**config.mk**
```make
export PLATFORM = sky130hd
export DESIGN_NAME = sume_axi_ipif_mcs
export DESIGN_NICKNAME = d
export VERILOG_FILES = /design/src/rtl/sume_axi_pkg.sv /design/src/rtl/sume_addr_decode.sv /design/src/rtl/sume_axi_ipif_mcs.sv
export SDC_FILE = /design/constraint.sdc
export NUM_CORES = 1
export LEC_CHECK = 0
export ABC_AREA = 1
export CAP_MARGIN = 20
export CORE_ASPECT_RATIO = 0.5
export CORE_MARGIN = 4
export CORE_UTILIZATION = 49
export CTS_BUF_LIST = sky130_fd_sc_hd__clkbuf_4 sky130_fd_sc_hd__clkbuf_8 sky130_fd_sc_hd__clkbuf_16
export DETAILED_ROUTE_END_ITERATION = 6
export GPL_ROUTABILITY_DRIVEN = 0
export GPL_TIMING_DRIVEN = 0
export HOLD_SLACK_MARGIN = 0.02
export MAX_ROUTING_LAYER = met4
export PLACE_DENSITY = 0.95
export REMOVE_ABC_BUFFERS = 1
export SETUP_SLACK_MARGIN = 0.5
export SLEW_MARGIN = 20
export SYNTH_ARGS = -nofsm -noshare
export SYNTH_HDL_FRONTEND = slang
export SYNTH_SLANG_ARGS = --single-unit
```
**constraint.sdc**
```tcl
create_clock -name S_AXI_ACLK -period 7.3 [get_ports S_AXI_ACLK]
set_input_delay 0.73 -clock S_AXI_ACLK [delete_from_list [all_inputs] [get_ports S_AXI_ACLK]]
set_output_delay 0.73 -clock S_AXI_ACLK [all_outputs]
set_load 0.02 [all_outputs]
```
**src/rtl/sume_axi_pkg.sv**
```systemverilog
// Shared definitions for the AXI4-Lite to IPIF multi-chip-select bridge.
//   - AXI response codes (OKAY / SLVERR / DECERR)
//   - bridge FSM state encoding
//   - clog2 helper used to size the access-timeout counter
package sume_axi_pkg;

    localparam logic [1:0] RESP_OKAY   = 2'b00;
    localparam logic [1:0] RESP_SLVERR = 2'b10;
    localparam logic [1:0] RESP_DECERR = 2'b11;

    localparam int ST_W = 3;
    localparam logic [ST_W-1:0] ST_IDLE    = 3'd0;
    localparam logic [ST_W-1:0] ST_WR_XFER = 3'd1;
    localparam logic [ST_W-1:0] ST_RD_XFER = 3'd2;
    localparam logic [ST_W-1:0] ST_WR_RESP = 3'd3;
    localparam logic [ST_W-1:0] ST_RD_RESP = 3'd4;

    // Ceiling log2; clog2(1) = 0.
    function automatic int clog2(input int value);
        int r;
        r = 0;
        for (int i = 0; i < 31; i++) begin
            if ((1 << i) < value) r = i + 1;
        end
        return r;
    endfunction

endpackage

```
**src/rtl/sume_addr_decode.sv**
```systemverilog
// Combinational address-range decoder.
//   addr_i : address to decode
//   hit_o  : one-hot select of the matching range (all zero on a miss)
//   miss_o : no range contains addr_i
// Range i spans [base_i, high_i] inclusive, taken from slice i of the flat
// parameter vectors. Overlapping ranges resolve to the lowest index.
module sume_addr_decode #(
    parameter int C_NUM_CS     = 2,
    parameter int C_ADDR_WIDTH = 32,
    parameter logic [C_NUM_CS*C_ADDR_WIDTH-1:0] C_CS_BASEADDR = '0,
    parameter logic [C_NUM_CS*C_ADDR_WIDTH-1:0] C_CS_HIGHADDR = '0
) (
    input  logic [C_ADDR_WIDTH-1:0] addr_i,
    output logic [C_NUM_CS-1:0]     hit_o,
    output logic                    miss_o
);

    logic found;

    always_comb begin
        hit_o = '0;
        found = 1'b0;
        for (int i = 0; i < C_NUM_CS; i++) begin
            if (!found &&
                addr_i >= C_CS_BASEADDR[i*C_ADDR_WIDTH +: C_ADDR_WIDTH] &&
                addr_i <= C_CS_HIGHADDR[i*C_ADDR_WIDTH +: C_ADDR_WIDTH]) begin
                hit_o[i] = 1'b1;
                found    = 1'b1;
            end
        end
        miss_o = ~found;
    end

endmodule

```
**src/rtl/sume_axi_ipif_mcs.sv**
```systemverilog
// AXI4-Lite slave to IPIF register-bus bridge with N address-decoded chip
// selects, independent AW/W capture, read/write fairness, access timeout and
// SLVERR/DECERR responses.
//   S_AXI_*    : AXI4-Lite slave (AW, W, B, AR, R channels)
//   Bus2IP_*   : registered IPIF request (Addr, one-hot CS, RNW, Data, BE)
//   IP2Bus_*   : IPIF completion (Data with RdAck, WrAck, Error with ack)
// Handshakes: a transfer happens on a rising edge where VALID and READY are
// both high; VALID/payload are held stable until then.
module sume_axi_ipif_mcs
    import sume_axi_pkg::*;
#(
    parameter int C_S_AXI_DATA_WIDTH = 32,
    parameter int C_S_AXI_ADDR_WIDTH = 32,
    parameter int C_NUM_CS           = 2,
    parameter logic [C_NUM_CS*C_S_AXI_ADDR_WIDTH-1:0] C_CS_BASEADDR = {32'h0000_1000, 32'h0000_0000},
    parameter logic [C_NUM_CS*C_S_AXI_ADDR_WIDTH-1:0] C_CS_HIGHADDR = {32'h0000_1FFF, 32'h0000_0FFF},
    parameter int C_TIMEOUT          = 256
) (
    input  logic                              S_AXI_ACLK,
    input  logic                              S_AXI_ARESET,
    input  logic [C_S_AXI_ADDR_WIDTH-1:0]     S_AXI_AWADDR,
    input  logic                              S_AXI_AWVALID,
    output logic                              S_AXI_AWREADY,
    input  logic [C_S_AXI_DATA_WIDTH-1:0]     S_AXI_WDATA,
    input  logic [C_S_AXI_DATA_WIDTH/8-1:0]   S_AXI_WSTRB,
    input  logic                              S_AXI_WVALID,
    output logic                              S_AXI_WREADY,
    output logic [1:0]                        S_AXI_BRESP,
    output logic                              S_AXI_BVALID,
    input  logic                              S_AXI_BREADY,
    input  logic [C_S_AXI_ADDR_WIDTH-1:0]     S_AXI_ARADDR,
    input  logic                              S_AXI_ARVALID,
    output logic                              S_AXI_ARREADY,
    output logic [C_S_AXI_DATA_WIDTH-1:0]     S_AXI_RDATA,
    output logic [1:0]                        S_AXI_RRESP,
    output logic                              S_AXI_RVALID,
    input  logic                              S_AXI_RREADY,
    output logic                              Bus2IP_Clk,
    output logic                              Bus2IP_Resetn,
    output logic [C_S_AXI_ADDR_WIDTH-1:0]     Bus2IP_Addr,
    output logic [C_NUM_CS-1:0]               Bus2IP_CS,
    output logic                              Bus2IP_RNW,
    output logic [C_S_AXI_DATA_WIDTH-1:0]     Bus2IP_Data,
    output logic [C_S_AXI_DATA_WIDTH/8-1:0]   Bus2IP_BE,
    input  logic [C_S_AXI_DATA_WIDTH-1:0]     IP2Bus_Data,
    input  logic                              IP2Bus_RdAck,
    input  logic                              IP2Bus_WrAck,
    input  logic                              IP2Bus_Error
);

    localparam int AW    = C_S_AXI_ADDR_WIDTH;
    localparam int DW    = C_S_AXI_DATA_WIDTH;
    localparam int SW    = C_S_AXI_DATA_WIDTH / 8;
    localparam int CNT_W = (clog2(C_TIMEOUT + 1) < 1) ? 1 : clog2(C_TIMEOUT + 1);
    localparam logic [CNT_W-1:0] CNT_LAST = (C_TIMEOUT > 0) ? CNT_W'(C_TIMEOUT - 1) : '0;

    logic [ST_W-1:0]     state_q, state_d;
    logic                aw_held_q, w_held_q, prio_rd_q;
    logic [AW-1:0]       aw_addr_q;
    logic [DW-1:0]       wdata_q;
    logic [SW-1:0]       wstrb_q;
    logic [AW-1:0]       ip_addr_q;
    logic [C_NUM_CS-1:0] cs_q;
    logic                rnw_q;
    logic [DW-1:0]       ip_data_q;
    logic [SW-1:0]       be_q;
    logic                bvalid_q, rvalid_q;
    logic [1:0]          bresp_q, rresp_q;
    logic [DW-1:0]       rdata_q;
    logic [CNT_W-1:0]    cnt_q;

    logic                is_idle, arready, awready, wready;
    logic                wr_launch, xfer_ack, xfer_timeout, xfer_done;
    logic [1:0]          xfer_resp;
    logic [AW-1:0]       dec_addr;
    logic [C_NUM_CS-1:0] dec_hit;
    logic                dec_miss;

    assign is_idle   = (state_q == ST_IDLE);
    assign wr_launch = is_idle & aw_held_q & w_held_q;

    // A read can only be granted with both write holds empty, so a single
    // decoder serves both directions.
    assign dec_addr = arready ? S_AXI_ARADDR : aw_addr_q;

    sume_addr_decode #(
        .C_NUM_CS      (C_NUM_CS),
        .C_ADDR_WIDTH  (AW),
        .C_CS_BASEADDR (C_CS_BASEADDR),
        .C_CS_HIGHADDR (C_CS_HIGHADDR)
    ) u_decode (
        .addr_i (dec_addr),
        .hit_o  (dec_hit),
        .miss_o (dec_miss)
    );

    // Acks only count in the XFER state of the matching direction.
    assign xfer_ack     = ((state_q == ST_WR_XFER) & IP2Bus_WrAck) |
                          ((state_q == ST_RD_XFER) & IP2Bus_RdAck);
    assign xfer_timeout = (C_TIMEOUT != 0) && (cnt_q == CNT_LAST);
    assign xfer_done    = xfer_ack | xfer_timeout;
    // Ack wins over a simultaneous timeout.
    assign xfer_resp    = xfer_ack ? (IP2Bus_Error ? RESP_SLVERR : RESP_OKAY) : RESP_SLVERR;

    // State register
    always_ff @(posedge S_AXI_ACLK) begin
        if (S_AXI_ARESET) state_q <= ST_IDLE;
        else              state_q <= state_d;
    end

    // Next state
    always_comb begin
        state_d = state_q;
        case (state_q)
            ST_IDLE: begin
                if (arready)        state_d = dec_miss ? ST_RD_RESP : ST_RD_XFER;
                else if (wr_launch) state_d = dec_miss ? ST_WR_RESP : ST_WR_XFER;
            end
            ST_WR_XFER: if (xfer_done)    state_d = ST_WR_RESP;
            ST_RD_XFER: if (xfer_done)    state_d = ST_RD_RESP;
            ST_WR_RESP: if (S_AXI_BREADY) state_d = ST_IDLE;
            ST_RD_RESP: if (S_AXI_RREADY) state_d = ST_IDLE;
            default:                      state_d = ST_IDLE;
        endcase
    end

    // Channel readies. ARREADY waits for an actual ARVALID so that a read
    // priority slot never blocks a lone write; when the read is taken the
    // write channels are held off for that cycle.
    always_comb begin
        arready = 1'b0;
        awready = 1'b0;
        wready  = 1'b0;
        if (is_idle) begin
            arready = S_AXI_ARVALID & ~aw_held_q & ~w_held_q &
                      (prio_rd_q | ~(S_AXI_AWVALID | S_AXI_WVALID));
            awready = ~aw_held_q & ~arready;
            wready  = ~w_held_q & ~arready;
        end
    end

    // Holds, IPIF request, responses and timeout counter
    always_ff @(posedge S_AXI_ACLK) begin
        if (S_AXI_ARESET) begin
            aw_held_q <= 1'b0;
            w_held_q  <= 1'b0;
            prio_rd_q <= 1'b1;
            aw_addr_q <= '0;
            wdata_q   <= '0;
            wstrb_q   <= '0;
            ip_addr_q <= '0;
            cs_q      <= '0;
            rnw_q     <= 1'b0;
            ip_data_q <= '0;
            be_q      <= '0;
            bvalid_q  <= 1'b0;
            rvalid_q  <= 1'b0;
            bresp_q   <= RESP_OKAY;
            rresp_q   <= RESP_OKAY;
            rdata_q   <= '0;
            cnt_q     <= '0;
        end else begin
            if (S_AXI_AWVALID & awready) begin
                aw_held_q <= 1'b1;
                aw_addr_q <= S_AXI_AWADDR;
            end
            if (S_AXI_WVALID & wready) begin
                w_held_q <= 1'b1;
                wdata_q  <= S_AXI_WDATA;
                wstrb_q  <= S_AXI_WSTRB;
            end
            case (state_q)
                ST_IDLE: begin
                    if (arready) begin
                        prio_rd_q <= 1'b0;
                        ip_addr_q <= S_AXI_ARADDR;
                        rnw_q     <= 1'b1;
                        be_q      <= '0;
                        cs_q      <= dec_hit;
                        cnt_q     <= '0;
                        if (dec_miss) begin
                            rvalid_q <= 1'b1;
                            rresp_q  <= RESP_DECERR;
                            rdata_q  <= '0;
                        end
                    end else if (wr_launch) begin
                        prio_rd_q <= 1'b1;
                        aw_held_q <= 1'b0;
                        w_held_q  <= 1'b0;
                        ip_addr_q <= aw_addr_q;
                        ip_data_q <= wdata_q;
                        be_q      <= wstrb_q;
                        rnw_q     <= 1'b0;
                        cs_q      <= dec_hit;
                        cnt_q     <= '0;
                        if (dec_miss) begin
                            bvalid_q <= 1'b1;
                            bresp_q  <= RESP_DECERR;
                        end
                    end
                end
                ST_WR_XFER, ST_RD_XFER: begin
                    cnt_q <= cnt_q + 1'b1;
                    if (xfer_done) begin
                        cs_q <= '0;
                        if (state_q == ST_WR_XFER) begin
                            bvalid_q <= 1'b1;
                            bresp_q  <= xfer_resp;
                        end else begin
                            rvalid_q <= 1'b1;
                            rresp_q  <= xfer_resp;
                            rdata_q  <= xfer_ack ? IP2Bus_Data : '0;
                        end
                    end
                end
                ST_WR_RESP: if (S_AXI_BREADY) bvalid_q <= 1'b0;
                ST_RD_RESP: if (S_AXI_RREADY) rvalid_q <= 1'b0;
                default: ;
            endcase
        end
    end

    assign S_AXI_AWREADY = awready;
    assign S_AXI_WREADY  = wready;
    assign S_AXI_ARREADY = arready;
    assign S_AXI_BVALID  = bvalid_q;
    assign S_AXI_BRESP   = bresp_q;
    assign S_AXI_RVALID  = rvalid_q;
    assign S_AXI_RRESP   = rresp_q;
    assign S_AXI_RDATA   = rdata_q;
    assign Bus2IP_Clk    = S_AXI_ACLK;
    assign Bus2IP_Resetn = ~S_AXI_ARESET;
    assign Bus2IP_Addr   = ip_addr_q;
    assign Bus2IP_CS     = cs_q;
    assign Bus2IP_RNW    = rnw_q;
    assign Bus2IP_Data   = ip_data_q;
    assign Bus2IP_BE     = be_q;

endmodule
```
Yosys cells after proc, flatten, opt, wreduce, memory -nomap -nowiden
Index checks and enable logic that the tools add are counted.
{"block": "totals", "inputBits": 142, "reg_bits": 192, "elab_cells": 149}
{"block": "classes", "n_reduce_logical": 19, "bitwise": 21, "muxes": 69, "n_addsub": 1, "eq_ne": 17, "order_cmp": 4}
{"cell": "$mux 32", "n": 8}
{"cell": "$pmux 32 s2", "n": 1}
{"cell": "$ge 32x1->1 const B", "n": 1}
{"cell": "$ge 32x13->1 const B", "n": 1}
{"cell": "$le 32x12->1 const B", "n": 1}
{"cell": "$le 32x13->1 const B", "n": 1}
{"cell": "$mux 1", "n": 28}
{"cell": "$mux 2", "n": 14}
{"cell": "$mux 3", "n": 7}
{"cell": "$mux 9", "n": 2}
{"cell": "$ne 2x2->1 const B", "n": 9}
{"cell": "$pmux 9 s2", "n": 1}
{"cell": "$pmux 3 s5", "n": 1}
{"cell": "$pmux 2 s2", "n": 3}
{"cell": "$reduce_and 6->1", "n": 2}
{"cell": "$and 1x1->1", "n": 11}
{"cell": "$reduce_and 5->1", "n": 2}
{"cell": "$add 9x1->9 const B", "n": 1}
{"cell": "$eq 9x8->1 const B", "n": 1}
{"cell": "$mux 4", "n": 2}
{"cell": "$reduce_and 7->1", "n": 1}
{"cell": "$eq 3x2->1 const B", "n": 2}
{"cell": "$not 1->1", "n": 6}
{"cell": "$pmux 1 s3", "n": 2}
{"cell": "other kinds (13)", "n": 23}

Longest topological paths before layout
{"block": "depth", "word_depth": 17, "mapped_depth": 16, "mapped_depth_nobuf": 15}

Cells and area by module
Synthesis repeated with hierarchy kept, for this count alone.
{"block": "unflattened", "hier_cells": 1193, "area_unflattened_um2": 8323.0}
{"mod": "sume_axi_ipif_mcs", "cells_each": 1171, "instances": 1, "seq_area_each_um2": 3843.7, "area_per_inst_um2": 8227.9}
{"mod": "sume_addr_decode", "cells_each": 22, "instances": 1, "seq_area_each_um2": 0.0, "area_per_inst_um2": 95.1}

==> results.toml <==
[sta]
drv_slew = 0
worst_hold_slack_ns = 0.4566
setup_violations = 0
rsz0062_at_grt = "no"
final.setup.tns_ns = 0
finClkSkew_ns = 0.01878
setup_slack_ns = 2.127
worstMarginPinSlew_ns = 1.043
slew-limit-headroom = 0.3024
hold_violations = 0

[critical_path]
timing.rr.start = "state_q[2]"
crit_path_end_kind = "primary output"
startpoint_type = "clock port"
path_class = "clk2out"
r2r_slack_ns = 3.95
worstRegToRegCells = 14
required_ns = 6.57
cp.arrival_ns = 4.44
crit_fanout = 2
reg2reg_to = "S_AXI_RDATA[25]"

[synth]
synth_seq_cells = 192
ys_warn_count = 0
synth_flop_cell = "dfxtp_1"
syn_area_um2 = 7523
avgSynthCellArea_um2 = 7.693
synth_edf_count = 0
async_flop_share = 0
ys_types = 34
seq_area_frac_synth = 0.5109
synthCells = 978
yosysTopAreaCell = "dfxtp_1"
synth_top_area_share = 0.5109
yosys-top-cells-area = "dfxtp_1, nand2_1, a21oi_1"

[cells_and_area]
final_net_count = 1345
final_area_um2 = 10860
layout-drive-gt1-share = 0.07420
final_common_cell = "clkdlybuf4s50_1"
diodes = 0
area_growth_pct = 44.30
finalCoreUtilization = 0.7366
layout_common_cells = "clkdlybuf4s50_1, nand2_1, dfxtp_1"
stdcell_count = 1411

[floorplan]
fp.dieH_um = 95.62
start_util = 0.5104
dieWidth_um = 183.2
ios = 256
rows = 31
coreArea_um2 = 14740
dieArea_um2 = 17520

[route]
highest_layer = "met4"
vias_per_cell = 5.559
met1_length_um = 9771
ant_nets = 0
drt-initial-drc-count = 606
wl_met3_um = 1631
wl_met2_um = 12840
wire_per_inst_um = 18.13
vias = 7844
drc = 0
first_pass_iters = 5
drt_wl_total_um = 25590

[grt]
track_usage = 0.2907
grt_max_degree = 69
antenna_found_initial = 0
grt_pass1_wl_um = 39790
overflow = 0
grt_pass1_vias = 8189

[worst_hold_path]
hp-class = "reg2reg"
hold_path_startpoint = "aw_addr_q[27]"
hold_path_depth = 2
whs_endpoint = "aw_addr_q[27]"

[placement]
place_area_um2 = 10180
dp.cells = 1375
hpwl_um = 16560
io_buffers = 255
pre_cts_ws_ns = 2.412

[power]
p_leak_nw = 4.186
irDropWorstVdd_mv = 0.2473
totalPowerFinal_mw = 3.717
power.density_nw_per_um2 = 342.4

[clock_tree]
clk_pin_slew_ns = 0.07
holdBufCountCts = 0
cts_setup_buffers = 0
cts_tree = "built"
clk_latency_ns = 0.55
ctsResizeCount = 0

[outcome]
status = "finished, final reports clean"

[job]
drv_cap = 0
==> cell usage after synthesis (3+ instances only) <==
cell / n
a21oi_1: 123
a21oi_2: 10
a221oi_1: 11
a31oi_1: 8
buf_6: 6
clkbuf_1: 53
dfxtp_1: 192
ha_1: 3
inv_1: 60
inv_2: 3
nand2_1: 197
nand2_2: 12
nand3_1: 58
nand3_4: 3
nand3b_1: 4
nand4_1: 6
nor2_1: 113
nor2_4: 3
nor3_1: 4
nor4_1: 3
o21ai_0: 83
o21ai_1: 4
or2_2: 3
==> report_power, final <==
part / switching [mW] / total, mW / internal (mW) / leakage [nW]
Sequential: 0.104 / 1.33 / 1.23 / 1.56
Clock: 0.481 / 1.02 / 0.534 / 0.310
Combinational: 0.861 / 1.37 / 0.509 / 2.31
==> kinds of logic after synthesis <==
group | share of synthesized area
simple gates | 0.2382
compound gates | 0.1738
flops | 0.5109
buf+inv | 0.07101
fa+ha+maj | 0.004990
xor+xnor | 0.001164
==> registers in the layout, summed over array words and instances, names as in the netlist <==
| register | flops |
|---|---|
| Bus2IP_Addr | 32 |
| Bus2IP_Data | 32 |
| S_AXI_RDATA | 32 |
| aw_addr_q | 32 |
| wdata_q | 32 |
| cnt_q | 9 |
| Bus2IP_BE | 4 |
| wstrb_q | 4 |
| state_q | 3 |
| Bus2IP_CS | 2 |
| S_AXI_BRESP | 2 |
| S_AXI_RRESP | 2 |
| Bus2IP_RNW | 1 |
| S_AXI_BVALID | 1 |
| S_AXI_RVALID | 1 |
| aw_held_q | 1 |
| prio_rd_q | 1 |
| w_held_q | 1 |
==> worst max path at each step <==
stage                       from       endpoint  slack [ns]
floorplan             S_AXI_ACLK     Bus2IP_Clk        2.92
global placement    S_AXI_ARESET  Bus2IP_Resetn       -1.46
detailed placement    S_AXI_ACLK     Bus2IP_Clk        2.41
CTS                   S_AXI_ACLK     Bus2IP_Clk        2.12
global route          S_AXI_ACLK     Bus2IP_Clk        2.11
finish                S_AXI_ACLK     Bus2IP_Clk        2.13
==> final cells by class <==
class,instances,area (um2)
Fill cell,1009,3882
Timing Repair Buffer,263,2699
Inverter,64,244.0
Clock inverter,15,146.4
Tap cell,198,247.7
Clock buffer,21,510.5
Multi-Input combinational cell,658,3166
Sequential cell,192,3844
==> worst max-delay path, cell delays in order <==
cell and delay [ns]:
clkbuf_16 0.12, clkbuf_16 0.13, clkdlybuf4s50_1 0.55
==> per-layer routing <==
| metal | global-route usage | vias up |
|---|---|---|
| met1 | 0.3114 | 3650 |
| met4 | 0.1840 | 0 |
| met3 | 0.05564 | 123 |
| met2 | 0.5055 | 407 |
| li1 | - | 3664 |
| met5 | - | - |
Note: power is estimated with default switching activity, not from simulation.
